==> src/rtl/alu_stage_mc.sv <==
// ALU pipeline stage with valid/ready handshake, synchronous flush and an
// iterative shift-add multiplier retiring MUL_BITS multiplier bits per cycle.
module alu_stage_mc #(
  parameter int              WIDTH    = 32,
  parameter int              ID_W     = 32,
  parameter int              MUL_BITS = 2,
  parameter logic [ID_W-1:0] NOP      = 32'h83fff800
) (
  input  logic             clk,
  input  logic             rst,
  input  logic             flush,
  input  logic             in_valid,
  output logic             in_ready,
  input  logic [WIDTH-1:0] in_pc,
  input  logic [ID_W-1:0]  in_id,
  input  logic [WIDTH-1:0] in_a,
  input  logic [WIDTH-1:0] in_b,
  input  logic [WIDTH-1:0] in_d,
  input  logic [5:0]       in_fn,
  output logic             out_valid,
  input  logic             out_ready,
  output logic [WIDTH-1:0] out_pc,
  output logic [ID_W-1:0]  out_id,
  output logic [WIDTH-1:0] out_y,
  output logic [WIDTH-1:0] out_d,
  output logic             busy
);

  localparam int MUL_STEPS = WIDTH / MUL_BITS;
  localparam int SH_W      = $clog2(WIDTH);
  localparam int CNT_W     = (MUL_STEPS > 1) ? $clog2(MUL_STEPS) : 1;
  localparam logic [CNT_W-1:0] CNT_LAST = CNT_W'(MUL_STEPS - 1);

  localparam logic [5:0] FN_ADD   = 6'h00;
  localparam logic [5:0] FN_SUB   = 6'h01;
  localparam logic [5:0] FN_MUL   = 6'h02;
  localparam logic [5:0] FN_CMPEQ = 6'h04;
  localparam logic [5:0] FN_CMPLT = 6'h05;
  localparam logic [5:0] FN_CMPLE = 6'h06;
  localparam logic [5:0] FN_AND   = 6'h08;
  localparam logic [5:0] FN_OR    = 6'h09;
  localparam logic [5:0] FN_XOR   = 6'h0A;
  localparam logic [5:0] FN_XNOR  = 6'h0B;
  localparam logic [5:0] FN_PASSA = 6'h0C;
  localparam logic [5:0] FN_SHL   = 6'h10;
  localparam logic [5:0] FN_SHR   = 6'h11;
  localparam logic [5:0] FN_SRA   = 6'h12;

  typedef enum logic {S_RUN, S_MUL} state_t;

  function automatic logic [WIDTH-1:0] alu_fn(input logic [5:0]       fn,
                                              input logic [WIDTH-1:0] a,
                                              input logic [WIDTH-1:0] b);
    logic signed [WIDTH-1:0] sa;
    logic signed [WIDTH-1:0] sb;
    logic [SH_W-1:0]         sh;
    sa     = a;
    sb     = b;
    sh     = b[SH_W-1:0];
    alu_fn = '0;
    case (fn)
      FN_ADD:   alu_fn = a + b;
      FN_SUB:   alu_fn = a - b;
      FN_CMPEQ: alu_fn = {{(WIDTH-1){1'b0}}, (a == b)};
      FN_CMPLT: alu_fn = {{(WIDTH-1){1'b0}}, (sa < sb)};
      FN_CMPLE: alu_fn = {{(WIDTH-1){1'b0}}, (sa <= sb)};
      FN_AND:   alu_fn = a & b;
      FN_OR:    alu_fn = a | b;
      FN_XOR:   alu_fn = a ^ b;
      FN_XNOR:  alu_fn = ~(a ^ b);
      FN_PASSA: alu_fn = a;
      FN_SHL:   alu_fn = a << sh;
      FN_SHR:   alu_fn = a >> sh;
      FN_SRA:   alu_fn = sa >>> sh;
      default:  alu_fn = '0;
    endcase
  endfunction

  // Low WIDTH bits of mcand times a MUL_BITS-wide multiplier digit.
  function automatic logic [WIDTH-1:0] mul_pp(input logic [WIDTH-1:0]    mcand,
                                              input logic [MUL_BITS-1:0] digit);
    mul_pp = '0;
    for (int j = 0; j < MUL_BITS; j++) begin
      if (digit[j]) mul_pp = mul_pp + (mcand << j);
    end
  endfunction

  state_t           state;
  logic [CNT_W-1:0] cnt_p0;
  logic [WIDTH-1:0] acc_p0;
  logic [WIDTH-1:0] mcand_p0;
  logic [WIDTH-1:0] mplier_p0;
  logic [WIDTH-1:0] pc_p0;
  logic [ID_W-1:0]  id_p0;
  logic [WIDTH-1:0] d_p0;

  logic             slot_free;
  logic             accept;
  logic             is_mul;
  logic             mul_last;
  logic             mul_done;
  logic [WIDTH-1:0] pp;

  assign slot_free = ~out_valid | out_ready;
  assign in_ready  = (state == S_RUN) & slot_free & ~flush;
  assign accept    = in_ready & in_valid;
  assign is_mul    = (in_fn == FN_MUL);
  assign mul_last  = (state == S_MUL) & (cnt_p0 == CNT_LAST);
  assign mul_done  = mul_last & slot_free & ~flush;
  assign pp        = mul_pp(mcand_p0, mplier_p0[MUL_BITS-1:0]);
  assign busy      = (state == S_MUL);

  // Stage p0: multiplier operand capture and shift-add iteration
  always_ff @(posedge clk) begin
    if (accept && is_mul) begin
      acc_p0    <= '0;
      mcand_p0  <= in_a;
      mplier_p0 <= in_b;
      pc_p0     <= in_pc;
      id_p0     <= in_id;
      d_p0      <= in_d;
    end else if ((state == S_MUL) && !mul_last) begin
      acc_p0    <= acc_p0 + pp;
      mcand_p0  <= mcand_p0 << MUL_BITS;
      mplier_p0 <= mplier_p0 >> MUL_BITS;
    end
  end

  // Output slot: loads on accept or multiply completion, drains on out_ready
  always_ff @(posedge clk or posedge rst) begin
    if (rst) begin
      state     <= S_RUN;
      cnt_p0    <= '0;
      out_valid <= 1'b0;
      out_id    <= NOP;
      out_pc    <= '0;
      out_y     <= '0;
      out_d     <= '0;
    end else if (flush) begin
      state     <= S_RUN;
      cnt_p0    <= '0;
      out_valid <= 1'b0;
      out_id    <= NOP;
    end else begin
      case (state)
        S_RUN: begin
          if (accept && !is_mul) begin
            out_valid <= 1'b1;
            out_pc    <= in_pc;
            out_id    <= in_id;
            out_y     <= alu_fn(in_fn, in_a, in_b);
            out_d     <= in_d;
          end else begin
            if (accept) begin
              state  <= S_MUL;
              cnt_p0 <= '0;
            end
            if (out_ready) begin
              out_valid <= 1'b0;
              out_id    <= NOP;
            end
          end
        end
        S_MUL: begin
          if (mul_done) begin
            out_valid <= 1'b1;
            out_pc    <= pc_p0;
            out_id    <= id_p0;
            out_y     <= acc_p0 + pp;
            out_d     <= d_p0;
            state     <= S_RUN;
            cnt_p0    <= '0;
          end else begin
            // The final digit waits here, counter frozen, until the slot frees.
            if (!mul_last) cnt_p0 <= cnt_p0 + 1'b1;
            if (out_ready) begin
              out_valid <= 1'b0;
              out_id    <= NOP;
            end
          end
        end
        default: state <= S_RUN;
      endcase
    end
  end

endmodule

==> config.mk <==
export PLATFORM = sky130hd
export DESIGN_NAME = alu_stage_mc
export DESIGN_NICKNAME = d
export VERILOG_FILES = /design/src/rtl/alu_stage_mc.sv
export SDC_FILE = /design/constraint.sdc
export NUM_CORES = 1
export LEC_CHECK = 0
export CORE_ASPECT_RATIO = 2
export CORE_MARGIN = 8
export CORE_UTILIZATION = 58
export DETAILED_ROUTE_END_ITERATION = 8
export PLACE_DENSITY = 0.85
export SLEW_MARGIN = 10
export SYNTH_ARGS = -nofsm -noshare
export SYNTH_HDL_FRONTEND = slang
export SYNTH_SLANG_ARGS = --single-unit
==> constraint.sdc <==
create_clock -name clk -period 7.27 [get_ports clk]
set_input_delay 1.8175 -clock clk [delete_from_list [all_inputs] [get_ports clk]]
set_output_delay 1.8175 -clock clk [all_outputs]
set_load 0.02 [all_outputs]
==> results.toml <==
[logic_synthesis]
synth_edf_count = 160
mappedNetlistArea_mm2 = 0.0261
synth.area.top_cells = "edfxtp_1 18%, dfrtp_1 11%, ha_1 7.2%, o21ai_0 5.2%, mux4_2 4.8%"
yosys.area.top_type_share_pct = 18.4
synth.ff_latch_count = 326
synth_area_per_cell_um2 = 8.93
ys_types = 107
synth-seq-area-share_pct = 33.8
async_flop_share_pct = 41.1
yosysTopAreaCell = "edfxtp_1"
synthCells = 2920
ys.flop_type = "edfxtp_1"
syn_nets = 3244
yosysWarningCount = 0

[timing]
setup-tns-final_ns = 0
layout_setup_ws_ns = 1.26
max_slew_margin_pct = -2.48
fin_skew_ns = 0.0381
rsz0062_at_grt = "false"
finalCritPeriodShare_pct = 82.7
clock.fmax_ghz = 0.166
period_minus_slack_ns = 6.01
finalSetupViolations = 0
hold_viol_final = 0
tightest_slew_ns = 1.52
final_max_slew_viol_count = 3

[critical_path]
critPathKind = "register to register"
reg2reg_depth = 24
crit_cells = 24
critPathLaunchType = "register"
crit_buf_inv = 2
endpoint = "out_y[18]"
slowest_stage = "fa_1"
worst_ep_required_time_ns = 7.79
critPathLaunch = "mcand_p0[1]"
cp_cell_sequence = "and2_1, ha_1, fa_1, a21oi_1, nor3b_1, or3_1, nor2b_1, nor2_1, nor2b_1, o21a_1, o21ai_0, o21ai_0, o2bb2ai_1, ha_1, inv_1, or3_1, o31ai_1, buf_4, a21o_1, a21oi_1, xnor2_1, and2_1, nor4_1, a21oi_1"
cpPeakStageDelay_ns = 0.52
r2r_start = "mcand_p0[1]"
r2r-end = "out_y[18]"
critPathMaxFanout = 6
arrival_ns = 6.53
rrSetupSlack_ns = 1.26
cpMostUsedCell = "a21oi_1"
path_delay_family = "simple AND/OR/NAND/NOR gates"
end_kind = "register"

[outcome]
failed_checks = "max-capacitance violations, max-slew violations"
outcome = "finished with violations"

[cts]
cts_hold_buf = 0
clockBufferDepth = 3
clk_latency_ns = 0.64
cts.sinks = 326
cts_resized = 0
cts_root_buffer = "clkbuf_16"
htreeDepth = 1
numCtsBuffers = 29
post_cts_buffers = 0
clkTransAtPathRegs_ns = 0.08
cts_tree = "done"

[routing]
drc_errors = 0
totalWireLength_um = 110000
wire_per_inst_um = 29.8
vias = 26000
ant_nets = 0
via_per_inst = 7.06
drtPass1Iterations = 7
drt-initial-drc-count = 3629

[cells_and_area]
instances_no_fill = 3682
multi_input_area_mm2 = 0.0159
nets = 3418
ff_latch_area_mm2 = 0.00882
design_area_mm2 = 0.0304
drive_gt1_share_pct = 9.95
utilization_pct = 68.0
n_fill_cell = 3500
most-common-layout-cells = "295 x clkdlybuf4s50_1, 291 x nand2_1, 268 x o21ai_0, 223 x nor2_1, 211 x a21oi_1"
final_common_cell = "clkdlybuf4s50_1"
area_delta_synth_final_pct = 16.7

[grt]
grt-busiest-layer = "met2"
use_met1_pct = 47.0
grtUsageMet2_pct = 65.4
grt.overflow.total = 0
grt_pass1_wl_um = 162000
grt_pass1_vias = 25100
use_met3_pct = 11.1
antenna_found_initial = 11
grt_use_total_pct = 40.5
grt_start_max_net_pins = 131

[placed_design]
dp_hpwl_um = 80200
dp_cells = 3622
gp_congestion = 1.12
portBuffers = 301
dpl-instance-area_mm2 = 0.0293
dpl_worst_slack_ns = 1.12

[floorplan]
fp.dieH_um = 316
initial_core_util_pct = 58.3
dieArea_mm2 = 0.0524
row_count = 110
die_w_um = 166
boundaryPins = 302
coreArea_mm2 = 0.0447

[min_path]
worstHoldStart = "acc_p0[4]"
hp-class = "register to register"

[power]
max-vdd-ir-drop_v = 0.000230
leakage_nw = 11.7
powerDensity_mw_per_mm2 = 188

[run]
maxCapViolCount = 1
## state kept, by name, summed over array words and instances, names as in the netlist, 4 cells and up
signal     cells
acc_p0        32
d_p0          32
id_p0         32
mcand_p0      32
mplier_p0     32
out_d         32
out_id        32
out_pc        32
out_y         32
pc_p0         32
cnt_p0         4
## cell usage after synthesis (all sizes together) (36+ instances only)
| cell | count |
|---|---|
| mux2i | 110 |
| a22oi | 36 |
| mux4 | 56 |
| clkbuf | 181 |
| nand2 | 292 |
| a21o | 44 |
| o22ai | 40 |
| o21ai | 288 |
| nor2 | 225 |
| dfrtp | 118 |
| a21oi | 214 |
| buf | 41 |
| ha | 149 |
| mux2 | 72 |
| xnor2 | 41 |
| a31oi | 36 |
| or3 | 43 |
| inv | 115 |
| nor3b | 37 |
| nor3 | 58 |
| nand3 | 46 |
| edfxtp | 160 |
## per-layer routing
layer,share of wire (%),vias to the layer above
met2,46,1866
met3,11,456
li1,-,11200
met4,7.8,14
met5,0.080,-
met1,35,12400
## kinds of logic (layout without fill, tap and decap cells)
logic type	after synthesis	count (layout)	synth area share, %
AO/OA/AOI/OAI	946	946	23.3
XOR/XNOR	71	71	2.39
adder cells (fa/ha/maj)	155	155	7.54
AND/OR/NAND/NOR	845	845	15.4
buffers and inverters	339	536	5.41
multiplexers	238	238	12.2
other	0	5	0
flip-flops	326	326	33.8
## final cells by class
cell class / instances / share of cell area [%]
clock buffers: 35 / 2.77
multi-input cells: 2255 / 52.2
inverters: 116 / 1.45
repair buffers: 366 / 11.5
well taps: 560 / 2.30
flip-flops and latches: 326 / 29.0
diodes: 5 / 0.0412
clock inverters: 19 / 0.663
## worst min-delay path, stage by stage (launching register included)
cell and delay, ns:
dfxtp_1 0.32, nand2_1 0.05, a21oi_1 0.05
## worst min-delay path by stage
| stage | cells past startpoint | to | slack [ns] |
|---|---|---|---|
| finish | 2 | acc_p0[4] | 0.47 |
| global route | 2 | acc_p0[4] | 0.49 |
| CTS | 2 | acc_p0[4] | 0.47 |
| detailed placement | 2 | acc_p0[27] | 0.46 |
| global placement | 2 | acc_p0[30] | 0.44 |
| floorplan | 2 | acc_p0[30] | 0.43 |
## power by group
part | internal [mW] | switching, mW | leakage, nW
Combinational | 0.699 | 1.15 | 7.86
Clock | 0.917 | 0.801 | 0.494
Sequential | 2.07 | 0.0955 | 3.38
Total | 3.68 | 2.05 | 11.7
## metrics by stage
stage	power, mW	hold WS, ns
6_report	5.73	0.470
5_1_grt	5.91	0.486
4_1_cts	5.67	0.468
3_5_place_dp	3.96	0.457
3_3_place_gp	3.93	0.443
2_1_floorplan	3.22	0.430
Note: power is estimated with default switching activity, not from simulation.
